==> src/rtl/wb_sdram_wbuf.sv <==
// Posted-write buffer and read sequencer ahead of the SDRAM Wishbone bridge.
// Writes are acked as soon as they are queued; reads wait for the queue to drain.
module wb_sdram_wbuf #(
    parameter int DEPTH = 4
) (
    input  logic                       wb_clk_i,
    input  logic                       wb_rst_i,
    input  logic                       s_cyc_i,
    input  logic                       s_stb_i,
    input  logic                       s_we_i,
    input  logic [31:0]                s_addr_i,
    input  logic [3:0]                 s_sel_i,
    input  logic [31:0]                s_data_i,
    output logic [31:0]                s_data_o,
    output logic                       s_ack_o,
    output logic                       m_cyc_o,
    output logic                       m_stb_o,
    output logic                       m_we_o,
    output logic [31:0]                m_addr_o,
    output logic [3:0]                 m_sel_o,
    output logic [31:0]                m_data_o,
    input  logic [31:0]                m_data_i,
    input  logic                       m_ack_i,
    output logic                       wbuf_empty_o,
    output logic [$clog2(DEPTH):0]     wbuf_level_o
);

    localparam int AW = $clog2(DEPTH);
    localparam int LW = AW + 1;
    localparam logic [LW-1:0] L_FULL = LW'(DEPTH);

    typedef enum logic [1:0] {M_IDLE, M_WRITE, M_READ, M_GAP} mstate_t;

    mstate_t r_state, w_next;

    logic [31:0]   r_fifo_addr [DEPTH];
    logic [31:0]   r_fifo_data [DEPTH];
    logic [3:0]    r_fifo_sel  [DEPTH];
    logic [AW-1:0] r_wr_ptr, r_rd_ptr;
    logic [LW-1:0] r_level, w_level_nxt;
    logic          r_empty;

    logic          r_ack;
    logic          r_rd_pend;
    logic [31:0]   r_rd_addr;
    logic [3:0]    r_rd_sel;
    logic [31:0]   r_s_data;

    logic          r_m_cyc, r_m_we;
    logic [31:0]   r_m_addr, r_m_data;
    logic [3:0]    r_m_sel;

    logic w_req, w_rd_hold, w_push, w_rd_new, w_rd_go;
    logic w_load_wr, w_load_rd, w_pop, w_rd_done;

    // A request is masked while its ack is on the bus so a held stb is not counted twice.
    assign w_req     = s_cyc_i & s_stb_i & ~r_ack;
    assign w_rd_hold = s_cyc_i & s_stb_i & ~s_we_i;
    assign w_push    = w_req & s_we_i & (r_level != L_FULL);
    // No new read is latched while an abandoned read is still finishing on the master side.
    assign w_rd_new  = w_req & ~s_we_i & ~r_rd_pend & (r_state != M_READ);
    assign w_rd_go   = (r_rd_pend & w_rd_hold) | w_rd_new;

    always_ff @(posedge wb_clk_i) begin
        if (wb_rst_i) r_state <= M_IDLE;
        else          r_state <= w_next;
    end

    // The gap cycle dispatches like idle, so stb is low for exactly that one cycle.
    always_comb begin
        w_next    = r_state;
        w_load_wr = 1'b0;
        w_load_rd = 1'b0;
        w_pop     = 1'b0;
        w_rd_done = 1'b0;
        case (r_state)
            M_IDLE, M_GAP: begin
                if (!r_empty) begin
                    w_load_wr = 1'b1;
                    w_next    = M_WRITE;
                end else if (w_rd_go) begin
                    w_load_rd = 1'b1;
                    w_next    = M_READ;
                end else begin
                    w_next    = M_IDLE;
                end
            end
            M_WRITE: begin
                if (m_ack_i) begin
                    w_pop  = 1'b1;
                    w_next = M_GAP;
                end
            end
            M_READ: begin
                if (m_ack_i) begin
                    w_rd_done = 1'b1;
                    w_next    = M_GAP;
                end
            end
            default: w_next = M_IDLE;
        endcase
    end

    always_ff @(posedge wb_clk_i) begin
        if (w_push) begin
            r_fifo_addr[r_wr_ptr] <= s_addr_i;
            r_fifo_data[r_wr_ptr] <= s_data_i;
            r_fifo_sel[r_wr_ptr]  <= s_sel_i;
        end
    end

    always_comb begin
        w_level_nxt = r_level;
        case ({w_push, w_pop})
            2'b10:   w_level_nxt = r_level + 1'b1;
            2'b01:   w_level_nxt = r_level - 1'b1;
            default: w_level_nxt = r_level;
        endcase
    end

    always_ff @(posedge wb_clk_i) begin
        if (wb_rst_i) begin
            r_wr_ptr <= '0;
            r_rd_ptr <= '0;
            r_level  <= '0;
            r_empty  <= 1'b1;
        end else begin
            if (w_push) r_wr_ptr <= r_wr_ptr + 1'b1;
            if (w_pop)  r_rd_ptr <= r_rd_ptr + 1'b1;
            r_level <= w_level_nxt;
            r_empty <= (w_level_nxt == '0);
        end
    end

    // Pending read doubles as the "requester still waiting" flag for an issued read.
    always_ff @(posedge wb_clk_i) begin
        if (wb_rst_i) begin
            r_rd_pend <= 1'b0;
            r_rd_addr <= '0;
            r_rd_sel  <= '0;
        end else begin
            if (w_rd_done || !w_rd_hold) r_rd_pend <= 1'b0;
            else if (w_rd_new)           r_rd_pend <= 1'b1;
            if (w_rd_new) begin
                r_rd_addr <= s_addr_i;
                r_rd_sel  <= s_sel_i;
            end
        end
    end

    always_ff @(posedge wb_clk_i) begin
        if (wb_rst_i) begin
            r_ack    <= 1'b0;
            r_s_data <= '0;
        end else begin
            r_ack <= w_push | (w_rd_done & r_rd_pend & w_rd_hold);
            if (w_rd_done) r_s_data <= m_data_i;
        end
    end

    always_ff @(posedge wb_clk_i) begin
        if (wb_rst_i) begin
            r_m_cyc  <= 1'b0;
            r_m_we   <= 1'b0;
            r_m_addr <= '0;
            r_m_sel  <= '0;
            r_m_data <= '0;
        end else if (w_load_wr) begin
            r_m_cyc  <= 1'b1;
            r_m_we   <= 1'b1;
            r_m_addr <= r_fifo_addr[r_rd_ptr];
            r_m_sel  <= r_fifo_sel[r_rd_ptr];
            r_m_data <= r_fifo_data[r_rd_ptr];
        end else if (w_load_rd) begin
            r_m_cyc  <= 1'b1;
            r_m_we   <= 1'b0;
            r_m_addr <= r_rd_pend ? r_rd_addr : s_addr_i;
            r_m_sel  <= r_rd_pend ? r_rd_sel  : s_sel_i;
            r_m_data <= '0;
        end else if (w_pop || w_rd_done) begin
            r_m_cyc  <= 1'b0;
        end
    end

    assign s_ack_o      = r_ack;
    assign s_data_o     = r_s_data;
    assign m_cyc_o      = r_m_cyc;
    assign m_stb_o      = r_m_cyc;
    assign m_we_o       = r_m_we;
    assign m_addr_o     = r_m_addr;
    assign m_sel_o      = r_m_sel;
    assign m_data_o     = r_m_data;
    assign wbuf_empty_o = r_empty;
    assign wbuf_level_o = r_level;

endmodule

==> config.mk <==
export PLATFORM = sky130hd
export DESIGN_NAME = wb_sdram_wbuf
export DESIGN_NICKNAME = d
export VERILOG_FILES = /design/src/rtl/wb_sdram_wbuf.sv
export SDC_FILE = /design/constraint.sdc
export NUM_CORES = 1
export LEC_CHECK = 0
export BUFFER_PORTS_ARGS = -buffer_cell sky130_fd_sc_hd__clkbuf_2
export CAP_MARGIN = 20
export CORE_MARGIN = 10
export CORE_UTILIZATION = 57
export DETAILED_ROUTE_END_ITERATION = 10
export GPL_TIMING_DRIVEN = 0
export PLACE_DENSITY = 0.77
export RECOVER_POWER = 50
export SYNTH_ARGS = -nofsm -noshare
export SYNTH_HDL_FRONTEND = slang
export SYNTH_SLANG_ARGS = --single-unit
==> constraint.sdc <==
create_clock -name wb_clk_i -period 3.9 [get_ports wb_clk_i]
set_input_delay 0.585 -clock wb_clk_i [delete_from_list [all_inputs] [get_ports wb_clk_i]]
set_output_delay 0.585 -clock wb_clk_i [all_outputs]
set_load 0.03 [all_outputs]
* Word level (Yosys, flattened, before mapping)
Memory sizes are Yosys's and may differ from the RTL's. A register that Yosys moved wholly into a read port is not among the register bits.
Index checks and enable logic that the tools add are counted.
** Operators by class
- Reductions and logical operators :: 10
- Add/sub/neg operators :: 4
- Bitwise gates (word level) :: 16
- Equal/unequal tests :: 8
- Mux-type cells :: 34
** Operators with widths (number)
- two-way mux 32 bit :: 5
- two-way mux 2 bit :: 9
- two-way mux 1 bit :: 15
- two-way mux 4 bit :: 3
- bitwise AND 1 bit :: 11
- == test 2 bit (second input constant) :: 3
- one-hot mux 3 bit (2 select lines) :: 1
- OR reduction 2 bit :: 3
- adder 2 x 1 -> 2 bit (second input constant) :: 2
- == test 2 x 1 -> 1 bit (second input constant) :: 2
- one-hot mux 2 bit (2 select lines) :: 1
- adder 3 x 1 -> 3 bit (second input constant) :: 1
- zero test 3 bit :: 1
- inequality test 3 bit (second input constant) :: 1
- inverter 1 bit :: 3
- nonzero test 3 bit :: 1
- subtractor 3 x 1 -> 3 bit (second input constant) :: 1
- zero test 2 bit :: 1
- logical OR 1 bit :: 2
- inequality test 2 x 1 -> 1 bit (second input constant) :: 1
- inequality test 2 bit (second input constant) :: 1
- bitwise OR 1 bit :: 2
- nonzero test 2 bit :: 1
- zero test 1 bit :: 1
** Word-level totals
- Register bits :: 150
- Output and inout port bits :: 108
- Input port bits :: 106
- Logic and storage cells :: 90
- Memories :: 3
- Memory bits (writable) :: 272
** Memories
- r_fifo_addr :: depth 4, bits a word 32, rd ports 1, clocked after Yosys merged registers in 1, wr ports 1, RTL line 36 : logic [31:0] r_fifo_addr [DEPTH];
- r_fifo_data :: depth 4, bits a word 32, rd ports 1, clocked after Yosys merged registers in 1, wr ports 1, RTL line 37 : logic [31:0] r_fifo_data [DEPTH];
- r_fifo_sel :: depth 4, bits a word 4, rd ports 1, clocked after Yosys merged registers in 1, wr ports 1, RTL line 38 : logic [3:0] r_fifo_sel [DEPTH];

* Logic depth before layout (Yosys ltp)
- Depth after elaboration :: 11
- Depth in mapped cells :: 11
- Gate-level depth less buffers :: 11

* Worst setup path before layout
Ideal clock, no wire load.
- Kind :: reg2reg
- Start :: reg r_level[0] (netlist: wbuf_level_o[0])
- End :: mem r_fifo_addr[1][0] (enable)
- Clock period less this slack :: 3.184 ns
- Library setup time :: 0.433 ns
- Cell stages (with the launch flop) :: 4
- Buffers on the path :: 0
- Slack :: 0.716 ns
- Data arrival time :: 2.751 ns
- Required time :: 3.467 ns
- Cell sequence :: dfxtp_1 -> inv_1 -> a31oi_1 -> and2_1
** Between the ends
- Cells in the longest elaborated chain, start to end :: 4
** RTL lines
- from (decl) :: RTL line 40 : logic [LW-1:0] r_level, w_level_nxt;
- from (signal assigned) :: RTL line 130 : r_level <= w_level_nxt;
- inequality test 3 bit :: RTL line 59 : assign w_push = w_req & s_we_i & (r_level != L_FULL);
- bitwise AND 1 bit :: RTL line 59
- two-way mux 1 bit :: RTL line 105 : if (w_push) begin
- two-way mux 1 bit (implied by the code) :: RTL line 106 : r_fifo_addr[r_wr_ptr] <= s_addr_i;
- to (decl) :: RTL line 36
No other way between the ends.

* Worst setup path in the final report
- Start :: reg r_ack (netlist: s_ack_o)
- End :: reg r_empty (netlist: wbuf_empty_o)
** Between the ends
- Cells in the longest elaborated chain, start to end :: 7
- Elaborated cells on any way between the ends :: 8
- Classes of those cells :: 2 x eq/ne; 1 x mux; 4 x bitwise; 1 x reduce/logical
** RTL lines
- from (decl) :: RTL line 43 : logic r_ack;
- from (signal assigned) :: RTL line 156 : r_ack <= w_push | (w_rd_done & r_rd_pend & w_rd_hold);
- inverter 1 bit (*) :: RTL line 57 : assign w_req = s_cyc_i & s_stb_i & ~r_ack;
- bitwise AND 1 bit (*) :: RTL line 57
- bitwise AND 1 bit (*) (2 in a row) :: RTL line 59
- == test 2 x 1 -> 1 bit / == test 2 bit (equally long branches) :: RTL line 114 : case ({w_push, w_pop})
- one-hot mux 3 bit (2 select lines) (*) :: RTL line 114
- zero test 3 bit (*) :: RTL line 131 : r_empty <= (w_level_nxt == '0);
- to (signal assigned) :: RTL line 131
- to (decl) :: RTL line 41 : logic r_empty;
Every way passes the cells marked *; elsewhere a longest branch is shown, timed or not.
A chain may end at the register's enable or synchronous reset.

==> impl_metrics.ini <==
[run]
drv_cap = 0

[synthesis]
yosysSeqAreaShare = 0.7054
synthDistinctLibCells = 39
async_reset_ff_frac = 0
synth_top_area_cell = edfxtp_1
synth_nets = 1132
synth-seq-cells = 424
synth_edf_count = 272
ys.flop_type = edfxtp_1
ys_warn_count = 0
synth_top_area_share = 0.5139
yosysMostFrequentCell = edfxtp_1
synth_area_leaders = edfxtp_1 (51%), dfxtp_1 (19%), mux4_2 (8.5%)
avgSynthCellArea_sq_um = 15.61
netlist_instances = 1018
synth_commonest_cells = edfxtp_1 (272), dfxtp_1 (152), nand2_1 (145)
syn_area_sq_mm = 0.01589

[cts]
cts_sinks = 424
cts_resized = 0
cts_buffers = 43
htree_num_levels = 2
clk_path_buf_depth = 3
ctsRootBufferMaster = clkbuf_16
path_clk_slew_ns = 0.06
clk_latency_ns = 0.53
cts_hold_buf = 0
post_cts_buffers = 0
cts_tree = done

[die]
coreArea_sq_mm = 0.02763
die_h_um = 187.0
die_w_um = 187.0
initial_core_util = 0.5752
pin_count = 214
row_count = 61
die_area_sq_mm = 0.03496

[timing]
fmax_mhz = 398.3
rsz0062_at_grt = no
setup_violations = 0
fin_worst_skew_ns = 0.01409
drv_slew = 0
period_share = 0.6438
maxSlewHeadroom = 0.4978
period_minus_slack_ns = 2.511
final-hold-violation-count = 0
worst_pin_slew_ns = 0.7505

[power_and_ir_drop]
p_leak_nw = 6.125
ir_worst_vdd_mv = 0.4596
power_mw = 11.97
p_per_area_mw_per_mm2 = 637.6

[worst_setup_path]
crit_top_cell = inv_1
crit_slowest_cell = a31oi_1
path_cells = nand4b_1, a31oi_1, inv_1, ha_1, inv_1, fa_1, xor2_1, or3_1, a21oi_1, nor3_1
cp_top_family = compound AO/OA/AOI/OAI gates
cp-start-kind = register
critical_path.max_stage_delay_ns = 0.54
cp_num_buf_inv = 2
worstPathArrival_ns = 2.93
worst-setup-path-type = register to register
critPathMaxFanout = 7
cp-end-kind = register
worstPathRequired_ns = 4.32

[grt]
grt_usage = 0.2022
grt_pass1_vias = 9861
grt-ovfl-total = 0
grt_pass1_wl_um = 55670
antenna_found_initial = 5
grt_max_degree = 55

[finish]
nNetsFinal = 1394
syn2layout_area_growth_pct = 18.14
drive_gt1_frac = 0.1561
post-route-util = 0.6796
final_area_sq_mm = 0.01878

[placed_design]
gp_congestion = 0.8246
dp_hpwl_um = 23670
numPortBuffers = 213
place_area_sq_mm = 0.01755

[run_status]
status = complete, no violations

[routing]
drc_errors = 0
via_per_inst = 5.675
routed_wl_um = 36480
wire_per_inst_um = 21.55
dr.pass1.iters = 5
num_vias = 9608
ant_nets = 0
dr.first_iter.drc_count = 752

[worst_hold_path]
holdCritPathClass = primary input to register
==> path summary, 6_finish.rpt <==
kind / slack [ns] / cells after the start / start / endpoint
max: 1.39 / 10 / s_ack_o$_SDFF_PP0_ / wbuf_empty_o$_SDFF_PP1_
min: 0.27 / 3 / m_data_i[0] / s_data_o[0]$_SDFFE_PP0P_
max reg2reg: 1.39 / 10 / s_ack_o$_SDFF_PP0_ / wbuf_empty_o$_SDFF_PP1_
min reg2reg: 0.45 / 2 / s_data_o[19]$_SDFFE_PP0P_ / s_data_o[19]$_SDFFE_PP0P_
==> flip-flops by register name (all words and copies together), names as in the netlist, named ones only <==
register and flops:
r_wr_ptr 2, m_cyc_o 1, m_addr_o 32, r_fifo_addr 128, r_fifo_data 128, r_rd_addr 32
r_rd_sel 4, m_we_o 1, r_rd_pend 1, m_sel_o 4, s_ack_o 1, s_data_o 32
m_data_o 32, r_fifo_sel 16, wbuf_empty_o 1, r_state 2, r_rd_ptr 2, wbuf_level_o 3
==> through the flow <==
stage	hold WS, ns	setup slack, ns	setup TNS, ns	instances
6_report	0.2713	1.389	0	1693
3_5_place_dp	0.4458	1.156	0	1613
4_1_cts	0.2495	1.387	0	1691
2_1_floorplan	0.4360	0.7158	0	1018
5_1_grt	0.2673	1.191	0	1693
3_3_place_gp	0.4410	-0.7771	-202.81	1609
==> report_power, final <==
group / internal, mW / switching [mW]
clock: 2.53 / 1.64
sequential: 5.13 / 0.197
combinational: 0.787 / 1.69
total: 8.44 / 3.53
==> cells in the final DEF (no fill, tap or decap), drive strengths merged, types with 3 or more instances in the layout <==
| master | count |
|---|---|
| a21oi | 73 |
| a22o | 32 |
| a22oi | 34 |
| and2 | 7 |
| buf | 39 |
| bufinv | 6 |
| clkbuf | 303 |
| clkinv | 14 |
| dfxtp | 152 |
| edfxtp | 272 |
| ha | 7 |
| inv | 12 |
| mux2i | 37 |
| mux4 | 68 |
| nand2 | 145 |
| nand3 | 4 |
| nor2 | 46 |
| nor3 | 4 |
| o21ai | 3 |
| o2bb2ai | 34 |
| xor2 | 4 |
==> layout make-up <==
cell class              count  area [sq um]
inverters                  11         41.29
plain buffers              70         426.7
clock buffers              55          1174
clock inverters            23         269.0
well taps                 378         473.0
repair buffers            217         957.2
diodes                      2         5.005
flip-flops and latches    424         11210
multi-input cells         513          4219
fillers                  2053          8853
==> layer usage <==
layer  up-vias  track usage  share of wire
li1       4402            -              -
met1      4814       0.2506           0.40
met2       303       0.3437           0.51
met3        85      0.03971          0.056
met4         4      0.08002          0.032
met5         -            0        0.00063
==> worst reg2reg max path, stage by stage, from the launching register on <==
cell      delay [ns]
dfxtp_1         0.33
nand4b_1        0.18
a31oi_1         0.54
inv_1           0.18
ha_1            0.27
inv_1           0.07
fa_1            0.18
xor2_1          0.07
or3_1           0.32
a21oi_1         0.19
nor3_1          0.07
==> kinds of logic (layout without fill, tap and decap cells) <==
| family | count (synthesis) | after routing | share of synthesized area |
|---|---|---|---|
| other | 0 | 2 | 0 |
| AOI/OAI and AO/OA | 185 | 185 | 0.08148 |
| xor gates and xnor gates | 5 | 5 | 0.002755 |
| adders and majority gates | 8 | 8 | 0.006770 |
| and+or+nand+nor | 210 | 210 | 0.05228 |
| DFF | 424 | 424 | 0.7054 |
| muxes | 105 | 105 | 0.1216 |
| buffers and inverters | 81 | 376 | 0.02976 |
No activity file was read; power rests on OpenSTA's default activity.
